**src/rtl/qpu_ifu_pc_fetch_pkg.sv**
```systemverilog
// qpu_ifu_pc_fetch_pkg
//   Shared constants and state types for the IFU fetch sequencer.
//   QPU_PC_SIZE       default fetch PC width
//   QPU_IFU_IRQ_DEPTH default instruction-queue depth
//   QPU_IFU_PC_STEP   byte increment between sequential fetches
package qpu_ifu_pc_fetch_pkg;

    localparam int unsigned QPU_PC_SIZE       = 32;
    localparam int unsigned QPU_IFU_IRQ_DEPTH = 2;
    localparam int unsigned QPU_IFU_PC_STEP   = 4;

    // Whether a fetch request is in flight awaiting its response.
    typedef enum logic {
        CREDIT_FREE = 1'b0,
        CREDIT_BUSY = 1'b1
    } credit_e;

    // Whether the in-flight response belongs to a pre-redirect request.
    typedef enum logic {
        RSP_LIVE  = 1'b0,
        RSP_STALE = 1'b1
    } stale_e;

endpackage

```
**src/rtl/qpu_ifu_irq_fifo.sv**
```systemverilog
// qpu_ifu_irq_fifo
//   Small synchronous FIFO holding {pc, instr} pairs between fetch and decode.
//   Ports:
//     clk, rst         clock, synchronous active-high reset
//     flush            empties the FIFO (wins over push/pop)
//     push, push_data  write side; a push while full is taken only with a pop
//     pop, pop_data    read side; pop_data is the head entry
//     full, empty      occupancy flags
//     count            current number of entries
module qpu_ifu_irq_fifo #(
    parameter int unsigned DEPTH = 2,
    parameter int unsigned WIDTH = 64
) (
    input  logic                     clk,
    input  logic                     rst,
    input  logic                     flush,
    input  logic                     push,
    input  logic [WIDTH-1:0]         push_data,
    input  logic                     pop,
    output logic [WIDTH-1:0]         pop_data,
    output logic                     full,
    output logic                     empty,
    output logic [$clog2(DEPTH):0]   count
);

    localparam int unsigned AW = $clog2(DEPTH);

    logic [AW:0]       wr_ptr_q, wr_ptr_d;
    logic [AW:0]       rd_ptr_q, rd_ptr_d;
    logic [WIDTH-1:0]  mem_q [DEPTH];
    logic [WIDTH-1:0]  mem_d [DEPTH];
    logic              do_push;
    logic              do_pop;

    // Pointers carry one extra wrap bit so full and empty are distinguishable.
    assign count    = wr_ptr_q - rd_ptr_q;
    assign full     = (count == (AW+1)'(DEPTH));
    assign empty    = (count == '0);
    assign pop_data = mem_q[rd_ptr_q[AW-1:0]];
    assign do_pop   = pop && !empty;
    assign do_push  = push && (!full || do_pop);

    always_comb begin
        mem_d    = mem_q;
        wr_ptr_d = wr_ptr_q;
        rd_ptr_d = rd_ptr_q;
        if (flush) begin
            wr_ptr_d = '0;
            rd_ptr_d = '0;
        end else begin
            if (do_push) begin
                mem_d[wr_ptr_q[AW-1:0]] = push_data;
                wr_ptr_d = wr_ptr_q + 1'b1;
            end
            if (do_pop) begin
                rd_ptr_d = rd_ptr_q + 1'b1;
            end
        end
    end

    always_ff @(posedge clk) begin
        if (rst) begin
            wr_ptr_q <= '0;
            rd_ptr_q <= '0;
        end else begin
            wr_ptr_q <= wr_ptr_d;
            rd_ptr_q <= rd_ptr_d;
        end
    end

    always_ff @(posedge clk) begin
        mem_q <= mem_d;
    end

endmodule

```
**src/rtl/qpu_ifu_pc_fetch.sv**
```systemverilog
// qpu_ifu_pc_fetch
//   Fetch sequencer: issues fetch PCs with a sequential flag, accepts 32-bit
//   responses, queues {pc, instr} for decode and handles redirects, dropping
//   responses that belong to requests issued before a redirect.
//   Optional feature macro: QPU_IFU_IRQ_BYPASS_EN (response forwarded to decode
//   in the same cycle when the queue is empty and decode is ready).
//   Ports:
//     clk, rst                        clock, synchronous active-high reset
//     redirect_valid, redirect_pc     one-cycle redirect/flush with new PC
//     ifu_req_valid/ready/pc/seq      fetch request channel
//     ifu_rsp_valid/ready/instr       fetch response channel
//     ir_valid/ready/instr/pc         instruction output to decode
module qpu_ifu_pc_fetch
    import qpu_ifu_pc_fetch_pkg::*;
#(
    parameter int unsigned         PC_SIZE   = QPU_PC_SIZE,
    parameter logic [PC_SIZE-1:0]  RESET_PC  = '0,
    parameter int unsigned         IRQ_DEPTH = QPU_IFU_IRQ_DEPTH
) (
    input  logic               clk,
    input  logic               rst,
    input  logic               redirect_valid,
    input  logic [PC_SIZE-1:0] redirect_pc,
    output logic               ifu_req_valid,
    input  logic               ifu_req_ready,
    output logic [PC_SIZE-1:0] ifu_req_pc,
    output logic               ifu_req_seq,
    input  logic               ifu_rsp_valid,
    output logic               ifu_rsp_ready,
    input  logic [31:0]        ifu_rsp_instr,
    output logic               ir_valid,
    input  logic               ir_ready,
    output logic [31:0]        ir_instr,
    output logic [PC_SIZE-1:0] ir_pc
);

    localparam int unsigned CW = $clog2(IRQ_DEPTH) + 1;

    logic [PC_SIZE-1:0]    fetch_pc_q, fetch_pc_d;
    logic [PC_SIZE-1:0]    last_pc_q, last_pc_d;
    logic                  seq_q, seq_d;
    credit_e               credit_q, credit_d;
    stale_e                stale_q, stale_d;

    logic                  rsp_hs;
    logic                  req_hs;
    logic                  push;
    logic                  pop;
    logic                  bypass_take;
    logic                  busy_after;
    logic [CW-1:0]         free_after_push;
    logic                  fifo_full;
    logic                  fifo_empty;
    logic [CW-1:0]         fifo_count;
    logic [PC_SIZE+31:0]   fifo_dout;

    assign ifu_rsp_ready = 1'b1;
    assign rsp_hs        = ifu_rsp_valid && ifu_rsp_ready;
    assign ifu_req_pc    = fetch_pc_q;
    assign ifu_req_seq   = seq_q;

    // Queue push/pop and decode-facing outputs.
    always_comb begin
        bypass_take = 1'b0;
`ifdef QPU_IFU_IRQ_BYPASS_EN
        bypass_take = fifo_empty && ir_ready && (stale_q == RSP_LIVE) && !redirect_valid;
        ir_valid    = !rst && (!fifo_empty || (bypass_take && ifu_rsp_valid));
        ir_instr    = fifo_empty ? ifu_rsp_instr : fifo_dout[31:0];
        ir_pc       = fifo_empty ? last_pc_q     : fifo_dout[PC_SIZE+31:32];
`else
        ir_valid    = !rst && !fifo_empty;
        ir_instr    = fifo_dout[31:0];
        ir_pc       = fifo_dout[PC_SIZE+31:32];
`endif
        push = rsp_hs && (stale_q == RSP_LIVE) && !redirect_valid && !bypass_take;
        pop  = ir_ready && !fifo_empty && !redirect_valid;
    end

    // Credit: a response handshaking this cycle retires the outstanding
    // request and takes its slot, so the next request can go back-to-back.
    always_comb begin
        busy_after      = (credit_q == CREDIT_BUSY) && !rsp_hs;
        free_after_push = CW'(IRQ_DEPTH) - fifo_count - CW'(push);
        ifu_req_valid   = !rst && !redirect_valid && !fifo_full && !busy_after
                          && (free_after_push != '0);
        req_hs          = ifu_req_valid && ifu_req_ready;
    end

    always_comb begin
        fetch_pc_d = fetch_pc_q;
        last_pc_d  = last_pc_q;
        seq_d      = seq_q;
        credit_d   = credit_q;
        stale_d    = stale_q;
        if (rsp_hs) begin
            credit_d = CREDIT_FREE;
            stale_d  = RSP_LIVE;
        end
        if (redirect_valid) begin
            fetch_pc_d = redirect_pc & ~PC_SIZE'(3);
            seq_d      = 1'b0;
            // The in-flight request's response will still arrive; mark it for drop.
            if ((credit_q == CREDIT_BUSY) && !rsp_hs) begin
                stale_d = RSP_STALE;
            end
        end else if (req_hs) begin
            credit_d   = CREDIT_BUSY;
            last_pc_d  = fetch_pc_q;
            fetch_pc_d = fetch_pc_q + PC_SIZE'(QPU_IFU_PC_STEP);
            seq_d      = 1'b1;
        end
    end

    always_ff @(posedge clk) begin
        if (rst) begin
            fetch_pc_q <= RESET_PC;
            last_pc_q  <= RESET_PC;
            seq_q      <= 1'b0;
            credit_q   <= CREDIT_FREE;
            stale_q    <= RSP_LIVE;
        end else begin
            fetch_pc_q <= fetch_pc_d;
            last_pc_q  <= last_pc_d;
            seq_q      <= seq_d;
            credit_q   <= credit_d;
            stale_q    <= stale_d;
        end
    end

    qpu_ifu_irq_fifo #(
        .DEPTH (IRQ_DEPTH),
        .WIDTH (PC_SIZE + 32)
    ) u_irq (
        .clk       (clk),
        .rst       (rst),
        .flush     (redirect_valid),
        .push      (push),
        .push_data ({last_pc_q, ifu_rsp_instr}),
        .pop       (pop),
        .pop_data  (fifo_dout),
        .full      (fifo_full),
        .empty     (fifo_empty),
        .count     (fifo_count)
    );

endmodule

```
**config.mk**
```make
export PLATFORM = sky130hd
export DESIGN_NAME = qpu_ifu_pc_fetch
export DESIGN_NICKNAME = d
export VERILOG_FILES = /design/src/rtl/qpu_ifu_pc_fetch_pkg.sv /design/src/rtl/qpu_ifu_irq_fifo.sv /design/src/rtl/qpu_ifu_pc_fetch.sv
export SDC_FILE = /design/constraint.sdc
export NUM_CORES = 1
export LEC_CHECK = 0
export CORE_UTILIZATION = 50
export CTS_CLUSTER_SIZE = 20
export DETAILED_ROUTE_END_ITERATION = 8
export PLACE_DENSITY = 0.88
export REMOVE_ABC_BUFFERS = 1
export SYNTH_ARGS = -nofsm -noshare
export SYNTH_HDL_FRONTEND = slang
export SYNTH_HIERARCHICAL = 1
export SYNTH_SLANG_ARGS = --single-unit
export TNS_END_PERCENT = 5
```
**constraint.sdc**
```tcl
create_clock -name clk -period 10.4 [get_ports clk]
set_clock_uncertainty 0.15 [all_clocks]
set_input_delay 1.56 -clock clk [delete_from_list [all_inputs] [get_ports clk]]
set_output_delay 1.56 -clock clk [all_outputs]
set_load 0.1 [all_outputs]
```
==> impl_metrics.ini, run 1 <==
[clock_network]
cts_root_buffer = clkbuf_16
numCtsBuffers = 17
cts_buffer_depth = 2
cts.clk_slew.worst_paths_ns = 0.07
htree_levels = 4
cts_tree = built
post-cts-setup-buffers = 0
postCtsHoldBufs = 0
cts_resized = 0
cts_sinks = 195
clkLatencyLatePin_ns = 0.43

[sta]
tightest_slew_ns = 1.18
hold-worst-slack_ns = 0.302
setup_viol = 0
fmax_mhz = 148
finalSetupTns_ns = 0
drv_slew = 0
hold_viol = 0
final.period_utilization_pct = 65.1
rsz0062_at_grt = false
relSlewSlack_pct = 21.2
period_minus_slack_ns = 6.77

[final_layout]
fin_nets = 858
fillers = 1115
final_cell_mix = clkdlybuf4s50_1 (163), edfxtp_1 (128), nand2_1 (101), dfxtp_1 (66), mux2_2 (65)
syn_to_final_growth_pct = 30.0
drive_above_1_share_pct = 14.7
num_antenna_cells = 0
design_area_mm2 = 0.0103
final_common_cell = clkdlybuf4s50_1
fin_util_pct = 67.1

[drt]
viasPerCell = 5.48
drc_errors = 0
dr.pass1.iters = 4
wl_per_cell_um = 17.6
antenna_left = 0
wl_um = 17700
drtIter0Drc = 321
vias = 5521

[worst_setup_path]
cp_data_arrival_time_ns = 5.06
cp_max_fo = 43
crit_path_start_kind = input pin
worstPathRequired_ns = 8.69
cpMaxStageDelayCell = clkdlybuf4s50_1
path_cells = clkdlybuf4s50_1 -> buf_4 -> inv_1 -> nand3_1 -> ha_1 -> xor2_1 -> o211ai_4 -> clkinv_4 -> clkdlybuf4s50_1
crit_top_cell = clkdlybuf4s50_1
crit_type = input pin to primary output
cpPeakStageDelay_ns = 1.01
end_kind = primary output
r2r_slack_ns = 6.30

[placed_design]
numPortBuffers = 164
gp_congestion = 0.789
placed_area_mm2 = 0.00973
dp_hpwl_um = 11200

[floorplanning]
die_h_um = 128
start_util_pct = 51.6
core_area_mm2 = 0.0154
std_cell_rows = 45
io_pins = 170
die-area_mm2 = 0.0164
fp.dieW_um = 128

[synth]
synth_seq_cells = 195
ys_seq_area_share_pct = 65.3
syn_inst = 625
synth-main-ff-cell = edfxtp_1
syn-cell-area_mm2 = 0.00794
synth_edf_count = 128
async_flop_share_pct = 0
synth_cell_types = 60
ys_warn_count = 6
avgSynthCellArea_um2 = 12.7

[global_route]
grt_pass1_vias = 5342
grt_first_pass_wirelength_um = 27300
grt-ovfl-total = 0
grt_max_degree = 70
antenna_found_initial = 0
grt_use_total_pct = 22.1

[power]
p_sw_share_pct = 26.3
p_seq_share_pct = 50.1
powerDensity_mw_per_mm2 = 165
ir_worst_vdd_uv = 106
switching_power_w = 0.000449
p_int_w = 0.00126
cellLeakagePower_nw = 3.40
power_frac_clock_pct = 37.2
p_comb_share_pct = 12.7

[outcome]
status = finished, final reports clean

[worst_hold_path]
hold_class = flip-flop to flip-flop

[flow_run]
drv_cap = 0
## power by group through the flow
stage               clock network (W)   logic, W  registers, W
floorplan                           0  0.0000925      0.000920
global placement                    0   0.000214      0.000871
detailed placement                  0   0.000216      0.000872
CTS                          0.000646   0.000217      0.000855
global route                 0.000675   0.000225      0.000857
finish                       0.000635   0.000217      0.000855
## worst paths after layout
check	to	startpoint	cells past startpoint
hold reg to reg	u_irq/mem_q[116]	last_pc_q[20]	0
setup / recovery	ifu_req_valid	redirect_valid	9
hold / removal	u_irq/mem_q[116]	last_pc_q[20]	0
setup reg to reg	ifu_req_pc[14]	u_irq/rd_ptr_q[0]	10
## synthesized netlist by cell type (2+ instances only)
library cell	count	area (um2)
edfxtp_1	128	3840
nand2_1	101	379
dfxtp_1	67	1340
mux2_2	65	732
a21oi_1	47	235
a31oi_1	15	93.8
inv_1	15	56.3
nor3_1	15	75.1
nor2_1	14	52.6
clkbuf_1	12	45.0
nand3_1	12	60.1
o21ai_0	12	60.1
nand4_1	11	68.8
buf_2	8	40.0
and3_1	6	37.5
or3_1	6	37.5
and2_1	5	31.3
buf_4	5	37.5
a22oi_1	4	30.0
buf_1	4	15.0
mux2i_1	4	40.0
nand2b_1	4	25.0
o211ai_1	4	30.0
or4_1	4	30.0
xor2_1	4	35.0
buf_6	3	33.8
ha_1	3	37.5
o22ai_1	3	18.8
o311ai_0	3	26.3
o31a_1	3	26.3
o32a_1	3	30.0
a211o_1	2	17.5
a21boi_0	2	15.0
a311oi_1	2	17.5
and4_1	2	17.5
conb_1	2	7.51
nor4_1	2	12.5
## layout make-up
class / count / area, um2 / area share (%)
Sequential cell: 195 / 5190 / 50.3
Clock buffer: 17 / 425 / 4.12
Tap cell: 211 / 264 / 2.56
Multi-Input combinational cell: 385 / 2530 / 24.6
Timing Repair Buffer: 170 / 1680 / 16.3
Clock inverter: 14 / 158 / 1.53
Inverter: 16 / 65.1 / 0.631
## stage by stage
step,worst slack (ns),power [W],cells
final,3.63,0.00171,1008
after global routing,3.51,0.00176,1008
after CTS,3.66,0.00172,1008
after detailed placement,3.70,0.00109,977
after global placement,3.70,0.00108,977
after floorplan,2.34,0.00101,596
## kinds of logic (layout without fill, tap and decap cells)
group	after synthesis	after routing	synth area share [%]
compound gates	108	108	8.72
xor+xnor	6	6	0.757
fa+ha+maj	3	3	0.473
buf+inv	50	217	3.22
flops	195	195	65.3
mux	70	70	9.87
other cells	2	7	0.0946
simple gates	191	191	11.5
## registers in the layout (all words and copies together), names as in the netlist
| name | cells |
|---|---|
| u_irq/wr_ptr_q | 2 |
| ifu_req_pc | 30 |
| u_irq/rd_ptr_q | 2 |
| last_pc_q | 30 |
| ifu_req_seq | 1 |
| u_irq/mem_q | 128 |
| credit_q | 1 |
| stale_q | 1 |
## worst max-delay path: cells and delay by family
family / cells / cell delay [ns]
AOI/OAI and AO/OA: 1 / 0.34
xor gates and xnor gates: 1 / 0.19
adders and majority gates: 1 / 0.28
buffers and inverters: 5 / 2.43
and+or+nand+nor: 1 / 0.23
## routing by layer
layer / wire length, um / GRT usage [%] / up-vias
met2: 8640 / 37.1 / 231
met1: 7320 / 27.0 / 2635
li1: - / - / 2623
met3: 1370 / 5.47 / 30
met5: 6 / 0 / -
met4: 401 / 9.76 / 2
No activity file was read; power rests on OpenSTA's default activity.
==> run 2, diff against run 1 <==
Settings changed: CORE_UTILIZATION 50 to 46, PLACE_DENSITY 0.88 to 0.85.
Clock period 10.4 ns to 5.6 ns, I/O delays scaled along.
==> run 2 against run 1 <==
Compared with the run above: critical path type is now flip-flop to primary output; highest routed layer is now met4; clock-buffer cell count unchanged; combinational power increased by 87%; hold slack got worse by 0.00092 ns; sequential share of layout area decreased by 0.14 points; critical path depth decreased by 5; worst setup slack got worse by 2.3 ns; total power increased by 86%.
==> impl_metrics.ini, run 2 (synthesized netlist as in run 1, its figures left out) <==
[global_route]
grt_pass1_vias = 5376
grt_first_pass_wirelength_um = 28200
grt_use_total_pct = 20.8
grt-ovfl-total = 0
antenna_found_initial = 0
grt_max_degree = 70

[drt]
drc_errors = 0
antenna_left = 0
dr.pass1.iters = 5
drtIter0Drc = 323
viasPerCell = 5.45
wl_um = 17900
vias = 5550
wl_per_cell_um = 17.6

[final_layout]
fin_util_pct = 61.9
num_antenna_cells = 0
syn_to_final_growth_pct = 30.3
largest_reg_flops = 128
final_common_cell = clkdlybuf4s50_1
regMostFlops = u_irq/mem_q
drive_above_1_share_pct = 15.1
final_cell_mix = clkdlybuf4s50_1 (162), edfxtp_1 (128), nand2_1 (101), dfxtp_1 (66), mux2_2 (65)
fin_nets = 859
finalNonFillerCells = 1019

[clock_network]
cts_tree = built
htree_levels = 4
postCtsHoldBufs = 0
cts_resized = 0
numCtsBuffers = 17
cts.clk_slew.worst_paths_ns = 0.07
post-cts-setup-buffers = 0
cts_sinks = 195
cts_buffer_depth = 2
cts_root_buffer = clkbuf_16
clkLatencyLatePin_ns = 0.43

[worst_setup_path]
r2r_slack_ns = 1.43
cpMaxStageDelayCell = clkdlybuf4s50_1
crit_path_start_kind = flip-flop
ff2ff_path_depth = 10
cpPeakStageDelay_ns = 1.15
cp_max_fo = 69
cp_data_arrival_time_ns = 3.30
reg2reg_to = ifu_req_pc[30]
path_cells = ha_1 -> and2_1 -> nor2_1 -> clkdlybuf4s50_1
worstPathRequired_ns = 4.61
crit_type = flip-flop to primary output
end_kind = primary output
r2r_start = u_irq/rd_ptr_q[0]

[placed_design]
gp_congestion = 0.788
dp.cells = 987
post-place-ws_ns = 1.29
numPortBuffers = 164
dp_hpwl_um = 11200

[worst_hold_path]
hold_class = flip-flop to flip-flop
hold_start = last_pc_q[21]
hold_end = u_irq/mem_q[53]
whs_path_depth = 0

[floorplanning]
fp.dieW_um = 133
core_area_mm2 = 0.0167
io_pins = 170
std_cell_rows = 47
start_util_pct = 47.5
die_h_um = 133
die-area_mm2 = 0.0178

[power]
p_total_w = 0.00318
powerDensity_mw_per_mm2 = 308
cellLeakagePower_nw = 3.39
ir_worst_vdd_uv = 237

[sta]
setup_viol = 0
relSlewSlack_pct = 25.6
hold_viol = 0
rsz0062_at_grt = false
timing.final.ws_setup_ns = 1.31
fmax_mhz = 233
period_minus_slack_ns = 4.29
finalSetupTns_ns = 0
final.period_utilization_pct = 76.7
tightest_slew_ns = 1.11
drv_slew = 0

[outcome]
status = finished, final reports clean

[flow_run]
drv_cap = 0
[run 2: metal layers]
layer	share of wire (%)	vias to the layer above	track usage, %	wire length (um)
li1	-	2631	-	-
met1	42	2671	26.6	7610
met2	48	217	33.9	8630
met3	7.2	31	5.71	1280
met4	2.1	0	7.26	384
met5	0	-	0	0
[run 2: final cells by class]
type / count / area [um2]
clock buffers: 17 / 425
clock inverters: 15 / 158
fillers: 1331 / 6360
inverters: 16 / 65.1
multi-input cells: 385 / 2530
flip-flops and latches: 195 / 5190
well taps: 220 / 275
repair buffers: 171 / 1700
[run 2: power breakdown]
| part | leakage (nW) | switching (W) | internal (W) |
|---|---|---|---|
| clock | 0.259 | 0.000529 | 0.000659 |
| combinational | 1.42 | 0.000288 | 0.000117 |
| sequential | 1.72 | 0.0000284 | 0.00156 |
[run 2: worst max-delay path by stage]
stage	to	startpoint	cells after the start	slack, ns
floorplan	u_irq/mem_q[0]	u_irq/rd_ptr_q[0]	6	-2.46
global placement	ifu_req_pc[26]	redirect_valid	11	1.33
detailed placement	ifu_req_pc[18]	redirect_valid	11	1.29
CTS	ir_valid	u_irq/rd_ptr_q[0]	4	1.27
global route	ifu_req_pc[18]	u_irq/rd_ptr_q[0]	10	1.13
finish	ir_valid	u_irq/rd_ptr_q[0]	4	1.31
[run 2: critical path: cells and delay by family (launching register included)]
kind | cells | cell delay (ns)
AND/OR/NAND/NOR | 2 | 0.29
adder cells (fa/ha/maj) | 1 | 0.44
flip-flops | 1 | 0.99
buffers and inverters | 1 | 1.15
[run 2: through the flow]
step	hold slack [ns]	area, um2
floorplan	0.275	7760
global placement	0.280	9760
detailed placement	0.287	9760
CTS	0.303	10300
global route	0.312	10300
finish	0.301	10300
==> run 3, diff against run 2 <==
Settings changed: CORE_UTILIZATION 46 to 50, PLACE_DENSITY 0.85 to 0.88.
Clock period 5.6 ns to 4.03 ns, I/O delays scaled along.
==> run 3 against run 2 <==
Compared with the run above: register-to-register slack got worse by 0.75 ns; die area down 7.9%; worst setup slack got worse by 0.63 ns; clock-buffer cell count rose by 4; sequential share of layout area rose by 0.62 points; total power increased by 40%; cell count down 0.39%; design area decreased by 1.2%; hold slack barely moved; flip-flop and latch count unchanged; critical endpoint is now ifu_req_pc[3]; largest power group unchanged.
==> impl_metrics.ini, run 3 (synthesized netlist as in run 1, its figures left out) <==
[outcome]
status = finished, final reports clean

[placed_design]
numPortBuffers = 164
dp.cells = 983
gp_congestion = 0.816
dp_hpwl_um = 11600

[drt]
viasPerCell = 5.48
dr.pass1.iters = 5
drc_errors = 0
vias = 5567
drtIter0Drc = 303
wl_per_cell_um = 17.3
wl_um = 17600
antenna_left = 0

[sta]
final.period_utilization_pct = 83.2
setup_viol = 0
drv_slew = 0
fmax_mhz = 298
rsz0062_at_grt = false
finalSetupTns_ns = 0
tightest_slew_ns = 1.04
relSlewSlack_pct = 30.2
period_minus_slack_ns = 3.35
hold-worst-slack_ns = 0.302
hold_viol = 0

[clock_network]
cts_sinks = 195
postCtsHoldBufs = 0
htree_levels = 4
cts_buffer_depth = 2
cts.clk_slew.worst_paths_ns = 0.07
cts_root_buffer = clkbuf_16
post-cts-setup-buffers = 0
cts_resized = 0
cts_tree = built
numCtsBuffers = 17
clkLatencyLatePin_ns = 0.43

[power]
p_seq_share_pct = 49.6
ir_worst_vdd_uv = 291
powerDensity_mw_per_mm2 = 435
p_sw_share_pct = 25.6
cellLeakagePower_nw = 3.50
p_int_w = 0.00331
switching_power_w = 0.00114
p_comb_share_pct = 12.6
power_frac_clock_pct = 37.8

[floorplanning]
die_h_um = 128
start_util_pct = 51.6
die-area_mm2 = 0.0164
fp.dieW_um = 128
core_area_mm2 = 0.0154
io_pins = 170
std_cell_rows = 45

[final_layout]
fin_nets = 864
num_antenna_cells = 0
final_cell_mix = edfxtp_1 (128), nand2_1 (101), clkdlybuf4s50_1 (97), buf_4 (77), dfxtp_1 (66)
final_common_cell = edfxtp_1
regMostFlops = u_irq/mem_q
syn_to_final_growth_pct = 28.7
seq_area_mm2 = 0.00519
multi_input_comb_area_mm2 = 0.00253
drive_above_1_share_pct = 23.4
fillers = 1157
largest_reg_flops = 128
finalNonFillerCells = 1015

[worst_setup_path]
end_kind = flip-flop
cp_data_arrival_time_ns = 3.54
crit_type = flip-flop to flip-flop
cp_max_fo = 31
crit_top_cell = inv_1
crit_path_start_kind = flip-flop
worstPathRequired_ns = 4.22
path_depth = 12
crit_family = buffers and inverters
ff2ff_path_depth = 12
path_cells = inv_1 -> ha_1 -> inv_1 -> inv_1 -> ha_1 -> xor2_1 -> o211ai_4 -> clkinv_4 -> nand2_2 -> buf_4 -> nand2_1 -> a311oi_1
cpPeakStageDelay_ns = 0.51
cp.buffers_inverters = 5
cpMaxStageDelayCell = nand2_2

[worst_hold_path]
whs_path_depth = 0
hold_class = flip-flop to flip-flop

[global_route]
grt_util_met2_pct = 36.6
grt-ovfl-total = 0
top_usage_layer = met2
grt_pass1_vias = 5254
antenna_found_initial = 0
met3_usage_pct = 5.51
grt_first_pass_wirelength_um = 27000
grt_max_degree = 69
met1_usage_pct = 27.1
grt_use_total_pct = 22.0

[flow_run]
drv_cap = 0
## run 3: routing by layer
| layer | vias to the layer above | part of all wire [%] |
|---|---|---|
| met1 | 2656 | 42 |
| li1 | 2640 | - |
| met2 | 229 | 48 |
| met3 | 42 | 7.6 |
| met4 | 0 | 2.5 |
| met5 | - | 0 |
## run 3: area by class of cell
class                   instances  share of cell area, %
clock inverters                11                   1.49
flip-flops and latches        195                   50.8
well taps                     211                   2.58
repair buffers                176                   15.4
inverters                      16                  0.637
multi-input cells             385                   24.8
clock buffers                  21                   4.31
## run 3: worst paths after layout
path                                         end              start  slack [ns]
worst max register to register     ifu_req_pc[3]  u_irq/wr_ptr_q[0]        0.68
worst min register to register  u_irq/mem_q[112]      last_pc_q[16]        0.30
worst max-delay path               ifu_req_pc[3]  u_irq/wr_ptr_q[0]        0.68
worst min-delay path            u_irq/mem_q[112]      last_pc_q[16]        0.30
## run 3: metrics by stage
stage | power (W) | util [%] | instance area [um2] | setup slack (ns)
2_1_floorplan | 0.00261 | - | 7760 | -4.03
3_3_place_gp | 0.00280 | 62.6 | 9620 | 0.360
3_5_place_dp | 0.00281 | 62.6 | 9620 | 0.335
4_1_cts | 0.00448 | 66.5 | 10200 | 0.680
5_1_grt | 0.00458 | 66.5 | 10200 | 0.467
6_report | 0.00445 | 66.5 | 10200 | 0.675
## run 3: power groups by stage
stage	clock network (W)	registers [W]	logic, W
final	0.00168	0.00221	0.000559
after global routing	0.00179	0.00221	0.000581
after floorplan	0	0.00237	0.000239
after detailed placement	0	0.00225	0.000559
after CTS	0.00171	0.00221	0.000560
after global placement	0	0.00225	0.000553
==> edit 1 (flow settings as in run 2) <==
Make the reset (`rst`) asynchronous in 2 clocked blocks. Comments in the files are not updated.
--- a/src/rtl/qpu_ifu_irq_fifo.sv
+++ b/src/rtl/qpu_ifu_irq_fifo.sv
@@ -60,3 +60,3 @@
 
-    always_ff @(posedge clk) begin
+    always_ff @(posedge clk or posedge rst) begin
         if (rst) begin
--- a/src/rtl/qpu_ifu_pc_fetch.sv
+++ b/src/rtl/qpu_ifu_pc_fetch.sv
@@ -113,3 +113,3 @@
 
-    always_ff @(posedge clk) begin
+    always_ff @(posedge clk or posedge rst) begin
         if (rst) begin
Function: differs if rst is asserted again (counterexample within 4 cycles, from zero or initial values and one cycle with rst high); with rst held inactive, the same outputs for 4 cycles.
==> edit 1 against run 2 <==
Register-to-register slack improved by 0.09 ns. Total power increased by 16%. Worst setup slack improved by 0.00054 ns. Area after synthesis increased by 1.7%. Critical path type unchanged. Count of clock-buffer cells in the layout increased by 1. Synthesized cell count decreased by 6.2%. Cell area increased by 1.6%. Wire length increased by 1.4%. Highest routed layer unchanged. Sequential cell count unchanged.
==> edit 1: results <==
group,metric,value,unit
cells_and_area,finalNetCount,829,
cells_and_area,fin_area,10500,sq um
synthesis,synth_area_leaders,"edfxtp_1, dfrtp_1, mux2_2, nand2_1, nand3_1",
synthesis,synth.distinct_cells,58,
detailed_routing,via_count,5397,
cells_and_area,clock_area_frac,0.0544,
power,p_leak,0.00391,uW
grt,grt_usage,0.205,
detailed_routing,wl_per_cell,18.3,microns
cells_and_area,multi_input_area_share,0.225,
grt,grt_start_max_net_pins,69,
synthesis,synthFlopType,"edfxtp_1",
cells_and_area,multi_input_cells,352,
power,internal_power,2530,uW
worst_setup_path,path_max_fanout,68,
synthesis,synth_area,8070,sq um
sta,worst_pin_slew,1.10,ns
grt,grt_pass1_wl,28.0,mm
placed_design,gp_congestion,0.794,
detailed_routing,met3_length,1.13,mm
detailed_routing,drt_iter0_markers,304,
synthesis,synth.avg_cell_area,13.8,sq um
cells_and_area,seq_share,0.525,
placed_design,pre_cts_slack,1.48,ns
grt,grt_pass1_vias,5190,
power,peakVddDrop,0.213,mV
cells_and_area,n_all_buffers,174,
placed_design,hpwl,12.0,mm
placed_design,placed_area,9940,sq um
synthesis,ys_top_cells_by_count,"edfxtp_1, nand2_1, dfrtp_1",
synthesis,ys_seq_area_frac,0.684,
placed_design,dp_cells,962,
cells_and_area,nClkBuffers,18,
detailed_routing,wl_met2,9.10,mm
synthesis,synthArstFlopShare,0.344,
detailed_routing,routed_wl,18.2,mm
cells_and_area,buf_share,0.163,
cells_and_area,fillCellCount,1355,
cells_and_area,layout-drive-gt1-share,0.161,
run_status,status,"finished, final reports clean",
worst_setup_path,r2r_cells,11,
detailed_routing,drt-met1-wl,7.71,mm
-- edit 1: power groups by stage --
stage | logic [uW] | registers, uW | clock network (uW)
2_1_floorplan | 353 | 1980 | 0
3_3_place_gp | 720 | 1820 | 0
3_5_place_dp | 730 | 1840 | 0
4_1_cts | 733 | 1800 | 1200
5_1_grt | 766 | 1820 | 1260
6_report | 728 | 1800 | 1170
-- edit 1: worst paths after layout --
| check | startpoint | slack (ns) | to |
|---|---|---|---|
| max in group asynchronous | rst | 3.62 | ifu_req_pc[24]$_DFFE_PP0P_ |
| setup / recovery | u_irq/rd_ptr_q[0]$_DFFE_PP0P_ | 1.31 | ir_valid |
| hold reg to reg | last_pc_q[5]$_DFFE_PP0P_ | 0.32 | u_irq/mem_q[37]$_DFFE_PP_ |
| setup reg to reg | u_irq/rd_ptr_q[0]$_DFFE_PP0P_ | 1.52 | ifu_req_pc[6]$_DFFE_PP0P_ |
| min in group asynchronous | rst | 0.58 | u_irq/wr_ptr_q[0]$_DFFE_PP0P_ |
| hold / removal | last_pc_q[5]$_DFFE_PP0P_ | 0.32 | u_irq/mem_q[37]$_DFFE_PP_ |
-- edit 1: logic make-up after synthesis --
kind of cell | count (synthesis) | share of synthesized area
multiplexers | 68 | 0.0946
AO/OA/AOI/OAI | 72 | 0.0679
AND/OR/NAND/NOR | 199 | 0.118
buffers and inverters | 44 | 0.0267
other | 2 | 0.000930
adder cells (fa/ha/maj) | 3 | 0.00465
flip-flops | 195 | 0.684
XOR/XNOR | 3 | 0.00326
-- edit 1: layer usage --
layer | vias to the layer above | global-route usage
met3 | 17 | 0.0507
met1 | 2682 | 0.264
met4 | 0 | 0.0574
met5 | - | 0
li1 | 2505 | -
met2 | 193 | 0.346
==> edit 2 (flow settings as in run 2) <==
Without the edit above. Set the package constant `QPU_PC_SIZE` to 64 (it was 32).
--- a/src/rtl/qpu_ifu_pc_fetch_pkg.sv
+++ b/src/rtl/qpu_ifu_pc_fetch_pkg.sv
@@ -7,3 +7,3 @@
 
-    localparam int unsigned QPU_PC_SIZE       = 32;
+    localparam int unsigned QPU_PC_SIZE       = 64;
     localparam int unsigned QPU_IFU_IRQ_DEPTH = 2;
Ports: changed (resized ifu_req_pc, ir_pc and redirect_pc); port bits go from 170 to 266. The function was not compared with the original's and may differ.
==> edit 2 against run 2 <==
Sequential cell count increased by 128. Cell area increased by 67%. Utilization decreased by 0.31 points. Sequential power increased by 65%. Wire length increased by 90%. Worst setup slack improved by 0.15 ns. Area after synthesis increased by 67%. Total power increased by 74%. Critical path type unchanged. Largest power group unchanged.
==> edit 2: results <==
group,metric,value,unit
clocking,cts_buffers,34,
detailed_routing,wl_per_cell,19.2,microns
cells_and_area,finalNetCount,1479,
clocking,h-tree-depth,2,
detailed_routing,via_count,9912,
worst_hold_path,min_to,"u_irq/mem_q[56]$_DFFE_PP_",
sta,post-route-min-period,4.15,ns
synthesis,synthFlopType,"edfxtp_1",
synthesis,ys_top_cells_by_count,"edfxtp_1, nand2_1, dfxtp_1",
placed_design,pre_cts_slack,1.67,ns
synthesis,synth.distinct_cells,64,
synthesis,synth-edff-count,192,
cells_and_area,final_cells,1779,
clocking,clkLatencyLatePin,0.52,ns
worst_setup_path,cp.arrival,3.16,ns
sta,worst_pin_slew,1.09,ns
sta,whs,0.274,ns
worst_hold_path,hp-class,"reg2reg",
grt,grt_start_max_net_pins,82,
grt,grt_pass1_wl,52.1,mm
worst_hold_path,hp-start,"last_pc_q[24]$_SDFFE_PP0P_",
placed_design,gp_congestion,0.822,
power,internal_power,4070,uW
placed_design,portBuffers,260,
worst_setup_path,path_max_fanout,44,
grt,grt_pass1_vias,9580,
clocking,clockBufferDepth,3,
synthesis,synth_area_leaders,"edfxtp_1, dfxtp_1, mux2_2, nand2_1, a21oi_1",
worst_setup_path,setup.worst_path.end,"ir_pc[47]",
run_status,status,"finished, final reports clean",
cells_and_area,layout-drive-gt1-share,0.138,
worst_setup_path,r2r_slack,2.09,ns
cells_and_area,largest_reg_flops,192,
detailed_routing,drt_iter0_markers,625,
power,peakVddDrop,0.275,mV
placed_design,dp_cells,1716,
placed_design,placed_area,16200,sq um
grt,antenna_found_initial,3,
grt,grt_usage,0.229,
[edit 2: cell types whose count changed after synthesis, sizes merged, moves of 9 or more]
cell	run 2	this run
a21oi	47	118
and3	6	15
and4	2	11
clkbuf	14	45
dfxtp	67	131
edfxtp	128	192
mux2	66	101
nand2	102	182
nand3	13	23
nand4	11	20
nor2	15	44
nor3	16	31
o21ai	13	37
xnor2	2	13
[edit 2: cells by family (layout without fill, tap and decap cells)]
group,count (synthesis),after routing,synth area share
muxes,105,105,0.0891
buffers and inverters,84,352,0.0277
xor gates and xnor gates,14,14,0.00985
AOI/OAI and AO/OA,235,235,0.106
DFF,323,323,0.635
adders and majority gates,3,3,0.00284
other,2,8,0.000568
and+or+nand+nor,361,361,0.129
[edit 2: power groups by stage]
stage	Clock [uW]	Combinational (uW)	Sequential, uW
6_report	2210	683	2620
5_1_grt	2340	709	2630
2_1_floorplan	0	261	2860
4_1_cts	2260	686	2620
3_3_place_gp	0	675	2670
3_5_place_dp	0	683	2670
[edit 2: routing by layer]
metal | wire length [microns] | GRT usage | part of all wire | vias up
met3 | 2540 | 0.0506 | 0.074 | 85
met2 | 16400 | 0.385 | 0.48 | 367
li1 | - | - | - | 4655
met4 | 1430 | 0.111 | 0.042 | 2
met1 | 13700 | 0.278 | 0.40 | 4803
met5 | 13 | 0 | 0.00038 | -
[edit 2: cell type report]
| type | count | area [sq um] | area share |
|---|---|---|---|
| Tap cell | 378 | 473 | 0.0274 |
| Inverter | 13 | 48.8 | 0.00283 |
| Antenna cell | 1 | 2.50 | 0.000145 |
| Clock inverter | 20 | 195 | 0.0113 |
| Sequential cell | 323 | 8390 | 0.486 |
| Clock buffer | 42 | 912 | 0.0528 |
| Multi-Input combinational cell | 725 | 4520 | 0.262 |
| Timing Repair Buffer | 277 | 2720 | 0.158 |
